==> config.mk <==
export PLATFORM = sky130hd
export DESIGN_NAME = lcd_hd44780_ctrl
export DESIGN_NICKNAME = d
export VERILOG_FILES = /design/src/rtl/lcd_pkg.sv /design/src/rtl/lcd_wait_timer.sv /design/src/rtl/lcd_hd44780_ctrl.sv
export SDC_FILE = /design/constraint.sdc
export NUM_CORES = 1
export LEC_CHECK = 0
export ABC_AREA = 1
export CORE_MARGIN = 3
export CORE_UTILIZATION = 64
export DETAILED_ROUTE_END_ITERATION = 10
export PLACE_DENSITY = 0.92
export SYNTH_ARGS = -nofsm -noshare
export SYNTH_HDL_FRONTEND = slang
export SYNTH_HIERARCHICAL = 1
export SYNTH_SLANG_ARGS = --single-unit
==> constraint.sdc <==
create_clock -name clk -period 6.6 [get_ports clk]
set_clock_uncertainty 0.2 [all_clocks]
set_input_delay 1.32 -clock clk [delete_from_list [all_inputs] [get_ports clk]]
set_output_delay 1.32 -clock clk [all_outputs]
set_load 0.1 [all_outputs]
==> src/rtl/lcd_pkg.sv <==
// Shared constants and state type for the HD44780 character-LCD controller.
package lcd_pkg;

   typedef enum logic [2:0] {
      PWR_WAIT = 3'd0,
      INIT     = 3'd1,
      IDLE     = 3'd2,
      SETUP    = 3'd3,
      STROBE   = 3'd4,
      HOLD     = 3'd5
   } lcd_state_e;

   // Power-up command sequence: 8-bit/2-line, display on, clear, entry mode
   localparam logic [7:0] CMD_FUNC_SET = 8'h38;
   localparam logic [7:0] CMD_DISP_ON  = 8'h0C;
   localparam logic [7:0] CMD_CLEAR    = 8'h01;
   localparam logic [7:0] CMD_ENTRY    = 8'h06;

   localparam logic [7:0] ADDR_LINE0   = 8'h80;
   localparam logic [7:0] ADDR_LINE1   = 8'hC0;

   localparam logic [7:0] CODE_LF      = 8'h0A;
   localparam logic [7:0] CODE_FF      = 8'h0C;

   localparam logic [1:0] INIT_LAST    = 2'd3;

   function automatic logic [7:0] init_cmd(input logic [1:0] idx);
      case (idx)
         2'd0:    init_cmd = CMD_FUNC_SET;
         2'd1:    init_cmd = CMD_DISP_ON;
         2'd2:    init_cmd = CMD_CLEAR;
         default: init_cmd = CMD_ENTRY;
      endcase
   endfunction

   function automatic logic is_printable(input logic [7:0] c);
      is_printable = (c >= 8'h20) && (c <= 8'h7E);
   endfunction

endpackage

==> src/rtl/lcd_wait_timer.sv <==
// Loadable down-counter shared by every timed phase; done while the count is zero.
module lcd_wait_timer #(
   parameter int W = 20
) (
   input  logic         clk,
   input  logic         rstb,
   input  logic         start,
   input  logic [W-1:0] load_val,
   output logic         done
);

   logic [W-1:0] cnt;

   always_ff @(posedge clk or negedge rstb) begin
      if (!rstb)             cnt <= '0;
      else if (start)        cnt <= load_val;
      else if (cnt != '0)    cnt <= cnt - W'(1);
   end

   assign done = (cnt == '0);

endmodule

==> src/rtl/lcd_hd44780_ctrl.sv <==
// HD44780 8-bit write-only controller: power-up init, then character/control-code
// stream to a 2x16 display with line wrap.
module lcd_hd44780_ctrl
   import lcd_pkg::*;
#(
   parameter int PWR_CYC = 750000,
   parameter int EN_CYC  = 50,
   parameter int CMD_CYC = 2500,
   parameter int CLR_CYC = 100000
) (
   input  logic       clk,
   input  logic       rstb,
   input  logic [7:0] char_in,
   input  logic       char_valid,
   output logic       char_ready,
   output logic [7:0] lcd_data,
   output logic       lcd_rs,
   output logic       lcd_rw,
   output logic       lcd_en
);

   localparam int MAX_A = (PWR_CYC > CLR_CYC) ? PWR_CYC : CLR_CYC;
   localparam int MAX_B = (CMD_CYC > EN_CYC)  ? CMD_CYC : EN_CYC;
   localparam int MAXC  = (MAX_A > MAX_B)     ? MAX_A   : MAX_B;
   localparam int TW    = $clog2(MAXC + 1);

   // A phase of K cycles loads K-1 on entry and exits on the cycle the count hits zero
   localparam logic [TW-1:0] PWR_L = TW'(PWR_CYC - 1);
   localparam logic [TW-1:0] EN_L  = TW'(EN_CYC - 1);
   localparam logic [TW-1:0] CMD_L = TW'(CMD_CYC - 1);
   localparam logic [TW-1:0] CLR_L = TW'(CLR_CYC - 1);

   lcd_state_e    state;
   logic          armed;
   logic          in_init;
   logic [1:0]    init_idx;
   logic [7:0]    data_q;
   logic          rs_q;
   logic          line;
   logic [4:0]    col;
   logic          wrap_pend;
   logic [7:0]    pend_char;

   logic          tmr_start;
   logic [TW-1:0] tmr_load;
   logic          tmr_done;
   logic [TW-1:0] hold_load;

   lcd_wait_timer #(.W(TW)) u_timer (
      .clk      (clk),
      .rstb     (rstb),
      .start    (tmr_start),
      .load_val (tmr_load),
      .done     (tmr_done)
   );

   assign hold_load = (!rs_q && data_q == CMD_CLEAR) ? CLR_L : CMD_L;

   always_comb begin
      tmr_start = 1'b0;
      tmr_load  = '0;
      case (state)
         PWR_WAIT: if (!armed) begin
            tmr_start = 1'b1;
            tmr_load  = PWR_L;
         end
         SETUP: begin
            tmr_start = 1'b1;
            tmr_load  = EN_L;
         end
         STROBE: if (tmr_done) begin
            tmr_start = 1'b1;
            tmr_load  = hold_load;
         end
         default: ;
      endcase
   end

   always_ff @(posedge clk or negedge rstb) begin
      if (!rstb) begin
         state     <= PWR_WAIT;
         armed     <= 1'b0;
         in_init   <= 1'b1;
         init_idx  <= 2'd0;
         data_q    <= 8'h00;
         rs_q      <= 1'b0;
         line      <= 1'b0;
         col       <= 5'd0;
         wrap_pend <= 1'b0;
         pend_char <= 8'h00;
      end else begin
         case (state)
            PWR_WAIT: begin
               if (!armed)        armed <= 1'b1;
               else if (tmr_done) state <= INIT;
            end
            INIT: begin
               data_q <= init_cmd(init_idx);
               rs_q   <= 1'b0;
               state  <= SETUP;
            end
            SETUP:  state <= STROBE;
            STROBE: if (tmr_done) state <= HOLD;
            HOLD: if (tmr_done) begin
               if (in_init) begin
                  if (init_idx == INIT_LAST) begin
                     in_init <= 1'b0;
                     state   <= IDLE;
                  end else begin
                     init_idx <= init_idx + 2'd1;
                     data_q   <= init_cmd(init_idx + 2'd1);
                     state    <= SETUP;
                  end
               end else if (wrap_pend) begin
                  // second half of a wrap: the held character lands at column 0
                  wrap_pend <= 1'b0;
                  data_q    <= pend_char;
                  rs_q      <= 1'b1;
                  col       <= 5'd1;
                  state     <= SETUP;
               end else begin
                  state <= IDLE;
               end
            end
            IDLE: if (char_valid) begin
               if (is_printable(char_in)) begin
                  if (col == 5'd16) begin
                     data_q    <= line ? ADDR_LINE0 : ADDR_LINE1;
                     rs_q      <= 1'b0;
                     line      <= ~line;
                     col       <= 5'd0;
                     wrap_pend <= 1'b1;
                     pend_char <= char_in;
                  end else begin
                     data_q <= char_in;
                     rs_q   <= 1'b1;
                     col    <= col + 5'd1;
                  end
                  state <= SETUP;
               end else if (char_in == CODE_LF) begin
                  data_q <= line ? ADDR_LINE0 : ADDR_LINE1;
                  rs_q   <= 1'b0;
                  line   <= ~line;
                  col    <= 5'd0;
                  state  <= SETUP;
               end else if (char_in == CODE_FF) begin
                  data_q <= CMD_CLEAR;
                  rs_q   <= 1'b0;
                  line   <= 1'b0;
                  col    <= 5'd0;
                  state  <= SETUP;
               end
            end
            default: state <= PWR_WAIT;
         endcase
      end
   end

   assign char_ready = (state == IDLE);
   assign lcd_en     = (state == STROBE);
   assign lcd_data   = data_q;
   assign lcd_rs     = rs_q;
   assign lcd_rw     = 1'b0;

endmodule

==> results.json <==
{
  "cts_resized": 0,
  "cts_buffers": 5,
  "cts.sinks": 51,
  "totalWireLength_mm": 8.201,
  "overflow": 0,
  "ios": 23,
  "antenna_found_initial": 0,
  "ir_drop_v": 0.0001038,
  "first_global_vias": 3148,
  "start_util_pct": 68.06,
  "firstDrtPassIters": 6,
  "worstSkewPairLatency_ps": 320,
  "path_clk_slew_ps": 100,
  "fin_nets": 552,
  "die_area_um2": 6501,
  "synth_area_leaders": "dfrtp_1 35%, nand2_1 19%, nor2_1 5.7%",
  "dp_cells": 595,
  "ys.warnings.count": 6,
  "ys_seq_area_share_pct": 35.84,
  "crit_fanout": 5,
  "cts.htree.levels": 2,
  "synth_area_per_cell_um2": 6.990,
  "synth_flop_cell": "dfrtp_1",
  "netlist_area_um2": 3565,
  "drt_iter0_markers": 331,
  "worst_setup_path_end_kind": "output port",
  "maxSlewViolCount": 0,
  "critPathRequiredTime_ps": 5080,
  "p_per_area_nw_per_um2": 152.6,
  "yosysTopAreaCell": "dfrtp_1",
  "fp.dieH_um": 80.63,
  "root_buffer": "clkbuf_8",
  "setup_viol": 0,
  "async_flop_share_pct": 100.0,
  "ctsLongestPathBuffers": 2,
  "gp_congestion": 0.8663,
  "synth.most_common_cell": "nand2_1",
  "synth_commonest_cells": "181 x nand2_1, 54 x nor2_1, 53 x inv_1",
  "viasPerCell": 5.549,
  "fmax_mhz": 253.4,
  "final.min_clock_period_ps": 3946,
  "drc_errors": 0,
  "holdBufCountCts": 0,
  "ys_ff_latch": 51,
  "dpl.hpwl_mm": 6.075,
  "post-route-period-util_pct": 59.79,
  "grt_max_degree": 52,
  "grt_pass1_wl_mm": 13.99,
  "hold_viol_final": 0,
  "grt_use_total_pct": 27.39,
  "io_buffers": 21,
  "core_area_um2": 5238,
  "fin_setup_tns_ps": 0,
  "critPathKind": "flip-flop to output port",
  "die_w_um": 80.63,
  "drive_above_1_share_pct": 11.44,
  "p_total_uw": 598.9,
  "grt_setup_unrepaired": "no",
  "synth_top_area_share_pct": 35.10,
  "antenna_left": 0,
  "avgRoutedWirePerCell_um": 13.60,
  "worstPathArrival_ps": 2430,
  "synth_cell_types": 40,
  "maxCapViolations": 0,
  "cts_setup_buffers": 0,
  "synth-edff-count": 0,
  "cts_tree": "built",
  "final_cells": 603,
  "synthCells": 510,
  "status": "finished, final reports clean",
  "antennaDiodeCount": 0,
  "hp-class": "flip-flop to flip-flop",
  "rows": 26,
  "p_leak_uw": 0.001905,
  "worst_pin_slew_ps": 977.2,
  "cp-start-kind": "flip-flop",
  "area_growth_pct": 10.07,
  "fillers": 390,
  "relSlewSlack_pct": 34.65,
  "vias": 3346
}
[metrics by stage]
| step | utilization, % | instance area [um^2] | setup slack, ps | hold slack [ps] |
|---|---|---|---|---|
| floorplan | - | 3568 | 3146 | 227.4 |
| global placement | 72.77 | 3811 | 3073 | 250.8 |
| detailed placement | 72.77 | 3811 | 2989 | 252.9 |
| CTS | 74.92 | 3924 | 2648 | 276.1 |
| global route | 74.92 | 3924 | 2537 | 321.2 |
| finish | 74.92 | 3924 | 2654 | 278.5 |
[worst max-delay path, stage by stage, from the launching register on]
cell and delay, ps:
dfrtp_1 420, inv_1 140, nand2_1 140, nor2_1 230, clkdlybuf4s50_1 1180
[routing by layer]
metal	global-route usage, %	routed length (um)
met5	0	0
met4	6.926	69
met3	3.812	445
met2	44.29	3864
met1	38.73	3821
[registers in the layout, indices dropped and copies added, names as in the netlist]
signal,count
armed,1
col,5
in_init,1
init_idx,2
lcd_data,8
lcd_rs,1
line,1
pend_char,8
state,3
u_timer/cnt,20
wrap_pend,1
[where the power goes]
part / total [uW] / switching [uW] / internal, uW
Clock: 226 / 113 / 113
Sequential: 317 / 2.32 / 315
Combinational: 55.8 / 41.5 / 14.3
Total: 599 / 157 / 442
[cells by family (layout without fill, tap and decap cells)]
kind of cell,count (synthesis),after routing,synth area share (%)
and+or+nand+nor,330,330,43.98
buffers and inverters,65,87,7.862
DFF,51,51,35.84
AOI/OAI and AO/OA,48,48,7.582
adders and majority gates,9,9,3.159
xor gates and xnor gates,6,6,1.474
other,1,2,0.1052
[placed cells by master (no fill, tap or decap), types with 2 or more instances in the layout]
| master | synthesis | final |
|---|---|---|
| inv_1 | 53 | 53 |
| nand2_4 | 2 | 2 |
| nand2_1 | 181 | 181 |
| o21ai_2 | 4 | 4 |
| dfrtp_1 | 50 | 50 |
| nor2_1 | 54 | 54 |
| or2_2 | 2 | 2 |
| conb_1 | 1 | 2 |
| a21oi_1 | 10 | 10 |
| nor2_4 | 8 | 8 |
| clkdlybuf4s50_1 | 0 | 20 |
| nand3_4 | 3 | 3 |
| nor3_1 | 4 | 4 |
| nand3_1 | 33 | 33 |
| clkinv_2 | 1 | 2 |
| o21ai_0 | 20 | 20 |
| nand4_1 | 9 | 9 |
| o21ai_1 | 9 | 9 |
| xor2_1 | 5 | 5 |
| nor2_2 | 7 | 7 |
| o21bai_1 | 2 | 2 |
| nand3b_1 | 7 | 7 |
| nand3_2 | 2 | 2 |
| ha_1 | 9 | 9 |
| clkbuf_8 | 0 | 5 |
| nand2_2 | 14 | 14 |
[area by class of cell]
type | instances | area [um^2] | share of cell area, %
multi-input cells | 395 | 2011 | 51.24
flip-flops and latches | 51 | 1277 | 32.56
inverters | 57 | 222.7 | 5.676
repair buffers | 22 | 212.7 | 5.421
well taps | 70 | 87.58 | 2.232
clock buffers | 5 | 68.82 | 1.754
clock inverters | 3 | 43.79 | 1.116
[worst paths after layout]
path                                      from               to  slack, ps  cells past startpoint
worst max-delay path                  state[0]           lcd_en       2650                      4
worst min-delay path                     armed            armed        280                      2
worst max register to register  u_timer/cnt[0]  u_timer/cnt[18]       3070                     15
worst min register to register           armed            armed        280                      2
max in group asynchronous                 rstb   u_timer/cnt[1]       4870                      2
min in group asynchronous                 rstb           col[3]        900                      2
No activity file was read; power rests on OpenSTA's default activity.
